[config.mk]
export PLATFORM = sky130hd
export DESIGN_NAME = complex_mult_param_flat
export DESIGN_NICKNAME = d
export VERILOG_FILES = /design/src/rtl/complex_mult_param_if.sv /design/src/rtl/complex_mult_param.sv /design/src/flat_wrapper.sv
export SDC_FILE = /design/constraint.sdc
export NUM_CORES = 1
export LEC_CHECK = 0
export CORE_MARGIN = 2
export CORE_UTILIZATION = 56
export DETAILED_ROUTE_END_ITERATION = 8
export PLACE_DENSITY = 0.76
export SYNTH_ARGS = -nofsm -noshare
export SYNTH_HDL_FRONTEND = slang
export SYNTH_SLANG_ARGS = --single-unit
[constraint.sdc]
create_clock -name clk -period 5.9 [get_ports clk]
set_input_delay 0.885 -clock clk [delete_from_list [all_inputs] [get_ports clk]]
set_output_delay 0.885 -clock clk [all_outputs]
set_load 0.05 [all_outputs]
[src/rtl/complex_mult_param_if.sv]
`default_nettype none
// ============================================================================
// Module      : complex_mult_param_if
// Description : Operand/result handshake bundle for complex_mult_param.
//               master : operand producer and result consumer
//               slave  : the multiplier
// Ports       : op_val/op_ready/conj_en/op_1_*/op_2_* (operand side)
//               res_val/res_ready/res_re/res_im (result side), busy
// Revision    : 1.0  initial release
// ============================================================================
interface complex_mult_param_if #(
    parameter int DATA_WIDTH = 8
);
    logic                           op_val;
    logic                           op_ready;
    logic                           conj_en;
    logic signed [DATA_WIDTH-1:0]   op_1_re;
    logic signed [DATA_WIDTH-1:0]   op_1_im;
    logic signed [DATA_WIDTH-1:0]   op_2_re;
    logic signed [DATA_WIDTH-1:0]   op_2_im;
    logic                           res_val;
    logic                           res_ready;
    logic signed [2*DATA_WIDTH:0]   res_re;
    logic signed [2*DATA_WIDTH:0]   res_im;
    logic                           busy;

    modport master (
        output op_val, conj_en, op_1_re, op_1_im, op_2_re, op_2_im, res_ready,
        input  op_ready, res_val, res_re, res_im, busy
    );

    modport slave (
        input  op_val, conj_en, op_1_re, op_1_im, op_2_re, op_2_im, res_ready,
        output op_ready, res_val, res_re, res_im, busy
    );
endinterface
`default_nettype wire

[src/rtl/complex_mult_param.sv]
`default_nettype none
// ============================================================================
// Module      : complex_mult_param
// Description : Sequential complex multiplier (a+bj)*(c+dj), optionally
//               (a+bj)*conj(c+dj). NUM_MULT real multipliers are shared over
//               K = 4/NUM_MULT multiply cycles, then one compute cycle.
// Ports       : clk    - clock, rising edge
//               sw_rst - synchronous active-high reset
//               bus    - handshake bundle (slave side)
// Parameters  : DATA_WIDTH (2..32), NUM_MULT (1, 2 or 4)
// Revision    : 1.0  initial release
// ============================================================================
module complex_mult_param #(
    parameter int DATA_WIDTH = 8,
    parameter int NUM_MULT   = 2
) (
    input  wire                    clk,
    input  wire                    sw_rst,
    complex_mult_param_if.slave    bus
);

    localparam int        c_PW     = 2 * DATA_WIDTH;       // product width
    localparam int        c_RW     = 2 * DATA_WIDTH + 1;   // result width
    localparam int        c_K      = 4 / NUM_MULT;
    localparam logic [1:0] c_CNT_LAST = 2'(c_K - 1);

    // ------------------------------------------------------------------
    // Parameter legality
    // ------------------------------------------------------------------
    if (!(NUM_MULT == 1 || NUM_MULT == 2 || NUM_MULT == 4)) begin : g_bad_num_mult
        $error("complex_mult_param: NUM_MULT must be 1, 2 or 4");
    end
    if (DATA_WIDTH < 2 || DATA_WIDTH > 32) begin : g_bad_data_width
        $error("complex_mult_param: DATA_WIDTH must be in 2..32");
    end

    // ------------------------------------------------------------------
    // State
    // ------------------------------------------------------------------
    typedef enum logic [1:0] {
        S_IDLE     = 2'd0,
        S_MULT     = 2'd1,
        S_COMPUTE  = 2'd2,
        S_WAIT_RES = 2'd3
    } state_t;

    state_t                       r_state;
    state_t                       w_next_state;
    logic [1:0]                   r_cnt;
    logic signed [DATA_WIDTH-1:0] r_a;
    logic signed [DATA_WIDTH-1:0] r_b;
    logic signed [DATA_WIDTH-1:0] r_c;
    logic signed [DATA_WIDTH-1:0] r_d;
    logic                         r_conj;
    logic signed [c_PW-1:0]       r_prod [4];   // P0=a*c P1=b*d P2=b*c P3=a*d
    logic signed [c_RW-1:0]       r_res_re;
    logic signed [c_RW-1:0]       r_res_im;

    logic                         w_op_ready;
    logic                         w_op_hs;
    logic [1:0]                   w_lane_sel  [NUM_MULT];
    logic signed [c_PW-1:0]       w_lane_prod [NUM_MULT];
    logic signed [c_RW-1:0]       w_p_ext     [4];
    logic signed [c_RW-1:0]       w_re;
    logic signed [c_RW-1:0]       w_im;

    // ------------------------------------------------------------------
    // Handshake. op_ready is combinational on res_ready so a result can be
    // consumed and new operands accepted on the same edge (no bubble).
    // ------------------------------------------------------------------
    assign w_op_ready = (r_state == S_IDLE) ||
                        ((r_state == S_WAIT_RES) && bus.res_ready);
    assign w_op_hs    = bus.op_val && w_op_ready;

    assign bus.op_ready = w_op_ready;
    assign bus.res_val  = (r_state == S_WAIT_RES);
    assign bus.busy     = (r_state != S_IDLE);
    assign bus.res_re   = r_res_re;
    assign bus.res_im   = r_res_im;

    // ------------------------------------------------------------------
    // Multiplier lanes. Lane i in multiply cycle n produces product index
    // n*NUM_MULT + i, giving the P0,P1,P2,P3 ordering for every NUM_MULT.
    // ------------------------------------------------------------------
    for (genvar gi = 0; gi < NUM_MULT; gi++) begin : g_lane
        logic [1:0]                   w_sel;
        logic signed [DATA_WIDTH-1:0] w_x;
        logic signed [DATA_WIDTH-1:0] w_y;
        logic signed [c_PW-1:0]       w_xe;
        logic signed [c_PW-1:0]       w_ye;

        assign w_sel = 2'(int'(r_cnt) * NUM_MULT + gi);
        // a is used by P0 and P3, c by P0 and P2
        assign w_x   = (w_sel == 2'd0 || w_sel == 2'd3) ? r_a : r_b;
        assign w_y   = (w_sel == 2'd0 || w_sel == 2'd2) ? r_c : r_d;
        // Full-width operands: the 2*DATA_WIDTH product is exact
        assign w_xe  = {{DATA_WIDTH{w_x[DATA_WIDTH-1]}}, w_x};
        assign w_ye  = {{DATA_WIDTH{w_y[DATA_WIDTH-1]}}, w_y};

        assign w_lane_sel[gi]  = w_sel;
        assign w_lane_prod[gi] = w_xe * w_ye;
    end

    // ------------------------------------------------------------------
    // Final add/subtract on sign-extended products; cannot overflow.
    // ------------------------------------------------------------------
    for (genvar gp = 0; gp < 4; gp++) begin : g_ext
        assign w_p_ext[gp] = {r_prod[gp][c_PW-1], r_prod[gp]};
    end

    assign w_re = r_conj ? (w_p_ext[0] + w_p_ext[1]) : (w_p_ext[0] - w_p_ext[1]);
    assign w_im = r_conj ? (w_p_ext[2] - w_p_ext[3]) : (w_p_ext[2] + w_p_ext[3]);

    // ------------------------------------------------------------------
    // Next-state logic
    // ------------------------------------------------------------------
    always_comb begin
        w_next_state = r_state;
        case (r_state)
            S_IDLE: begin
                if (w_op_hs) w_next_state = S_MULT;
            end
            S_MULT: begin
                if (r_cnt == c_CNT_LAST) w_next_state = S_COMPUTE;
            end
            S_COMPUTE: begin
                w_next_state = S_WAIT_RES;
            end
            S_WAIT_RES: begin
                if (bus.res_ready) w_next_state = w_op_hs ? S_MULT : S_IDLE;
            end
            default: begin
                w_next_state = S_IDLE;
            end
        endcase
    end

    // ------------------------------------------------------------------
    // State register and datapath
    // ------------------------------------------------------------------
    always_ff @(posedge clk) begin
        if (sw_rst) begin
            r_state  <= S_IDLE;
            r_cnt    <= 2'd0;
            r_a      <= '0;
            r_b      <= '0;
            r_c      <= '0;
            r_d      <= '0;
            r_conj   <= 1'b0;
            r_res_re <= '0;
            r_res_im <= '0;
            for (int j = 0; j < 4; j++) begin
                r_prod[j] <= '0;
            end
        end else begin
            r_state <= w_next_state;

            if (w_op_hs) begin
                r_a    <= bus.op_1_re;
                r_b    <= bus.op_1_im;
                r_c    <= bus.op_2_re;
                r_d    <= bus.op_2_im;
                r_conj <= bus.conj_en;
                r_cnt  <= 2'd0;
            end else if (r_state == S_MULT) begin
                r_cnt <= r_cnt + 2'd1;
            end

            if (r_state == S_MULT) begin
                for (int i = 0; i < NUM_MULT; i++) begin
                    r_prod[w_lane_sel[i]] <= w_lane_prod[i];
                end
            end

            if (r_state == S_COMPUTE) begin
                r_res_re <= w_re;
                r_res_im <= w_im;
            end
        end
    end

endmodule
`default_nettype wire

[src/flat_wrapper.sv]
// flat-port wrapper written by rule: the top's interface ports become plain ports
module complex_mult_param_flat 
#(
    parameter int DATA_WIDTH = 8,
    parameter int NUM_MULT   = 2
)
  (clk, sw_rst, bus_op_val, bus_conj_en, bus_op_1_re, bus_op_1_im, bus_op_2_re, bus_op_2_im, bus_res_ready, bus_op_ready, bus_res_val, bus_res_re, bus_res_im, bus_busy);
  complex_mult_param_if #(.DATA_WIDTH(DATA_WIDTH)) bus_i ();
  input  wire clk;
  input  wire sw_rst;
  input wire logic [$bits(bus_i.op_val)-1:0] bus_op_val;
  input wire logic [$bits(bus_i.conj_en)-1:0] bus_conj_en;
  input wire logic [$bits(bus_i.op_1_re)-1:0] bus_op_1_re;
  input wire logic [$bits(bus_i.op_1_im)-1:0] bus_op_1_im;
  input wire logic [$bits(bus_i.op_2_re)-1:0] bus_op_2_re;
  input wire logic [$bits(bus_i.op_2_im)-1:0] bus_op_2_im;
  input wire logic [$bits(bus_i.res_ready)-1:0] bus_res_ready;
  output wire logic [$bits(bus_i.op_ready)-1:0] bus_op_ready;
  output wire logic [$bits(bus_i.res_val)-1:0] bus_res_val;
  output wire logic [$bits(bus_i.res_re)-1:0] bus_res_re;
  output wire logic [$bits(bus_i.res_im)-1:0] bus_res_im;
  output wire logic [$bits(bus_i.busy)-1:0] bus_busy;
  assign bus_i.op_val = bus_op_val;
  assign bus_i.conj_en = bus_conj_en;
  assign bus_i.op_1_re = bus_op_1_re;
  assign bus_i.op_1_im = bus_op_1_im;
  assign bus_i.op_2_re = bus_op_2_re;
  assign bus_i.op_2_im = bus_op_2_im;
  assign bus_i.res_ready = bus_res_ready;
  assign bus_op_ready = bus_i.op_ready;
  assign bus_res_val = bus_i.res_val;
  assign bus_res_re = bus_i.res_re;
  assign bus_res_im = bus_i.res_im;
  assign bus_busy = bus_i.busy;
  complex_mult_param #(.DATA_WIDTH(DATA_WIDTH), .NUM_MULT(NUM_MULT)) u_core (.clk(clk), .sw_rst(sw_rst), .bus(bus_i));
endmodule
==> flow_metrics.env <==
export IMPL_first_pass_iters=5
export IMPL_synth_ff_type="dfxtp_1"
export IMPL_vias_per_cell=5.47
export IMPL_cts_buffers=17
export IMPL_slowest_stage="fa_1"
export IMPL_synth_edf_count=64
export IMPL_start_kind="register"
export IMPL_ys_seq_area_share_pct=27.2
export IMPL_power_leakage_nw=5.95
export IMPL_rows=54
export IMPL_path_class="reg2reg"
export IMPL_gp_congestion=0.883
export IMPL_fmax_ghz=0.181
export IMPL_setup_viol=0
export IMPL_clockBufferDepth=2
export IMPL_postCtsHoldBufs=0
export IMPL_hp_start="u_core.bus.res_im[13]"
export IMPL_tns_ns=0
export IMPL_vias=9323
export IMPL_status="completed"
export IMPL_cts_clk_slew_worst_paths_ns=0.06
export IMPL_portBuffers=73
export IMPL_wl_per_cell_um=16.3
export IMPL_crit_path_end_kind="register"
export IMPL_timing_rr_end="u_core.r_prod[3][15]"
export IMPL_slowest_delay_ns=0.56
export IMPL_syn_cell_area_um2=12300
export IMPL_post_dp_hpwl_mm=21.9
export IMPL_power_density_nw_per_um2=393
export IMPL_cts_tree="built"
export IMPL_slew_headroom_pct=25.7
export IMPL_htree_levels=4
export IMPL_clock_latency_ns=0.43
export IMPL_grt_max_degree=72
export IMPL_min_period_ns=5.53
export IMPL_worstHoldPathCells=2
export IMPL_grt_pass1_wl_mm=47.0
export IMPL_n_antenna_cell=0
export IMPL_final_common_cell="inv_1"
export IMPL_synthesis_nets=1578
export IMPL_initial_utilization_pct=56.7
export IMPL_cap_violations=0
export IMPL_drt_iter0_drc=538
export IMPL_drcViolationCount=0
export IMPL_clockRootBuffer="clkbuf_16"
export IMPL_die_area_um2=23200
export IMPL_yosysUniqueCellTypes=69
export IMPL_post_cts_resized=0
export IMPL_syn_avg_cell_area_um2=9.24
export IMPL_synthArstFlopShare_pct=0
export IMPL_skew_ns=0.00886
export IMPL_final_layout_size_suffix_gt1_share_pct=5.62
export IMPL_synthCells=1331
export IMPL_arrival_ns=5.65
export IMPL_boundaryPins=74
export IMPL_cp_top_family="adder cells"
export IMPL_timing_rr_start="u_core.r_cnt[0]"
export IMPL_peakVddDrop_mv=0.426
export IMPL_crit_fanout=9
export IMPL_critical_path_cell_chain="buf_4 -> mux2i_1 -> nand2_1 -> fa_1 -> fa_1 -> inv_1 -> fa_1 -> inv_1 -> fa_1 -> inv_1 -> ha_1 -> o21ai_0 -> o211ai_1 -> o31ai_1 -> a21boi_0 -> o41ai_1 -> buf_4 -> o22ai_1"
export IMPL_ys_ff_latch=135
export IMPL_gr_total_overflow=0
export IMPL_fp_dieW_um=152
export IMPL_worstPathRequired_ns=6.03
export IMPL_r2r_setup_slack_ns=0.37
export IMPL_worst_path_most_repeated_cell="fa_1"
export IMPL_rsz0062_at_grt="false"
export IMPL_track_usage_pct=24.8
export IMPL_mostFrequentLayoutCells="inv_1, nand2_1, fa_1"
export IMPL_hold_path_class="reg2reg"
export IMPL_period_share_pct=93.7
export IMPL_antenna_found_initial=0
export IMPL_grt_pass1_vias=9586
export IMPL_final_util_pct=64.6
export IMPL_tightest_slew_ns=1.11
export IMPL_die_y_um=152
export IMPL_path_buf_inv=5
export IMPL_totalWireLength_mm=27.8
export IMPL_yosysWarnings=0
export IMPL_total_power_w=0.00551
export IMPL_hold_viol_final=0
export IMPL_area_growth_pct=14.0
export IMPL_r2r_cells=18
export IMPL_drtAntennaViolNets=0
export IMPL_clock_sinks=135
export IMPL_core_area_um2=21700
export IMPL_nNetsFinal=1657
export IMPL_cts_setup_buffers=0
export IMPL_min_to="u_core.bus.res_im[13]"
export IMPL_drv_slew=0
## Yosys cell counts (all sizes together) (2+ instances only)
library cell | n | area [um^2]
inv | 195 | 732
nand2 | 116 | 435
fa | 112 | 2240
nor2 | 104 | 390
ha | 98 | 1230
nor2b | 83 | 519
a21oi | 77 | 389
dfxtp | 71 | 1420
edfxtp | 64 | 1920
xnor2 | 57 | 499
nand2b | 36 | 225
clkbuf | 32 | 120
mux2i | 31 | 310
xor2 | 29 | 254
o21ai | 28 | 148
and2 | 21 | 131
a21o | 20 | 151
o22ai | 14 | 87.6
a211oi | 13 | 103
o21a | 11 | 82.6
o21bai | 11 | 86.3
a31oi | 10 | 62.6
and3 | 9 | 56.3
nand3 | 8 | 40.0
nor3 | 8 | 40.0
nor4 | 6 | 50.0
buf | 5 | 20.0
nand4 | 5 | 31.3
nor3b | 5 | 48.8
mux2 | 4 | 45.0
a2111oi | 3 | 26.3
a211o | 3 | 26.3
a311oi | 3 | 26.3
nor4b | 3 | 26.3
o211ai | 3 | 22.5
o41ai | 3 | 33.8
or3 | 3 | 18.8
or4 | 3 | 26.3
a41oi | 2 | 17.5
and4 | 2 | 17.5
o2111ai | 2 | 17.5
o32ai | 2 | 17.5
## report_power, final
group | leakage, nW | internal, W | switching (W)
sequential | 1.25 | 0.00121 | 0.000198
combinational | 4.41 | 0.00120 | 0.00184
clock | 0.289 | 0.000599 | 0.000462
## worst max path at each step
| stage | startpoint | end | slack (ns) | cells past startpoint |
|---|---|---|---|---|
| floorplan | u_core.r_cnt[0] | u_core.r_prod[3][15] | 0.42 | 19 |
| global placement | u_core.r_cnt[0] | u_core.r_prod[3][15] | 0.31 | 14 |
| detailed placement | u_core.r_cnt[0] | u_core.r_prod[3][15] | 0.21 | 14 |
| CTS | u_core.r_cnt[0] | u_core.r_prod[3][15] | 0.14 | 14 |
| global route | u_core.r_cnt[0] | u_core.r_prod[3][14] | 0.11 | 19 |
| finish | u_core.r_cnt[0] | u_core.r_prod[3][15] | 0.37 | 18 |
## flip-flops by register name, summed over array words and instances, names as in the netlist
name	flops
u_core.r_prod	64
u_core.bus.res_im	17
u_core.r_cnt	2
u_core.bus.res_re	17
u_core.r_c	8
u_core.r_state	2
u_core.r_a	8
u_core.r_b	8
u_core.r_d	8
u_core.r_conj	1
## cell type report
cell class                 instances  area [um^2]
multi-input combinational        964         8090
fill                            1823         7680
sequential                       135         3340
timing repair buffer              97          906
inverter                         195          732
clock buffer                      17          425
tap                              280          350
clock inverter                    15          161
## per-layer routing
layer | wire length (um) | GRT usage [%] | part of all wire [%]
met5 | 0 | 0 | 0
met4 | 785 | 8.72 | 2.8
met3 | 1140 | 4.47 | 4.1
met2 | 13600 | 42.4 | 49
met1 | 12300 | 31.8 | 44
## tightest hold or removal path: cells and delay by family (launching register included)
kind             cells  cell delay (ns)
flip-flops           1             0.32
AND/OR/NAND/NOR      1             0.04
AO/OA/AOI/OAI        1             0.06
## stage by stage
step | setup slack [ns] | area (um^2) | hold WS (ns) | instances
global route | 0.109 | 14000 | 0.481 | 1703
CTS | 0.140 | 14000 | 0.457 | 1703
floorplan | 0.419 | 12300 | 0.445 | 1331
finish | 0.373 | 14000 | 0.454 | 1703
detailed placement | 0.208 | 13400 | 0.443 | 1671
global placement | 0.306 | 13400 | 0.436 | 1671
## cell families after synthesis
kind of cell | Yosys count | synth area share, %
xor gates and xnor gates | 86 | 6.13
adders and majority gates | 210 | 28.2
buffers and inverters | 232 | 7.09
DFF | 135 | 27.2
AOI/OAI and AO/OA | 219 | 11.6
and+or+nand+nor | 414 | 16.9
muxes | 35 | 2.89
No activity file was read; power rests on OpenSTA's default activity.
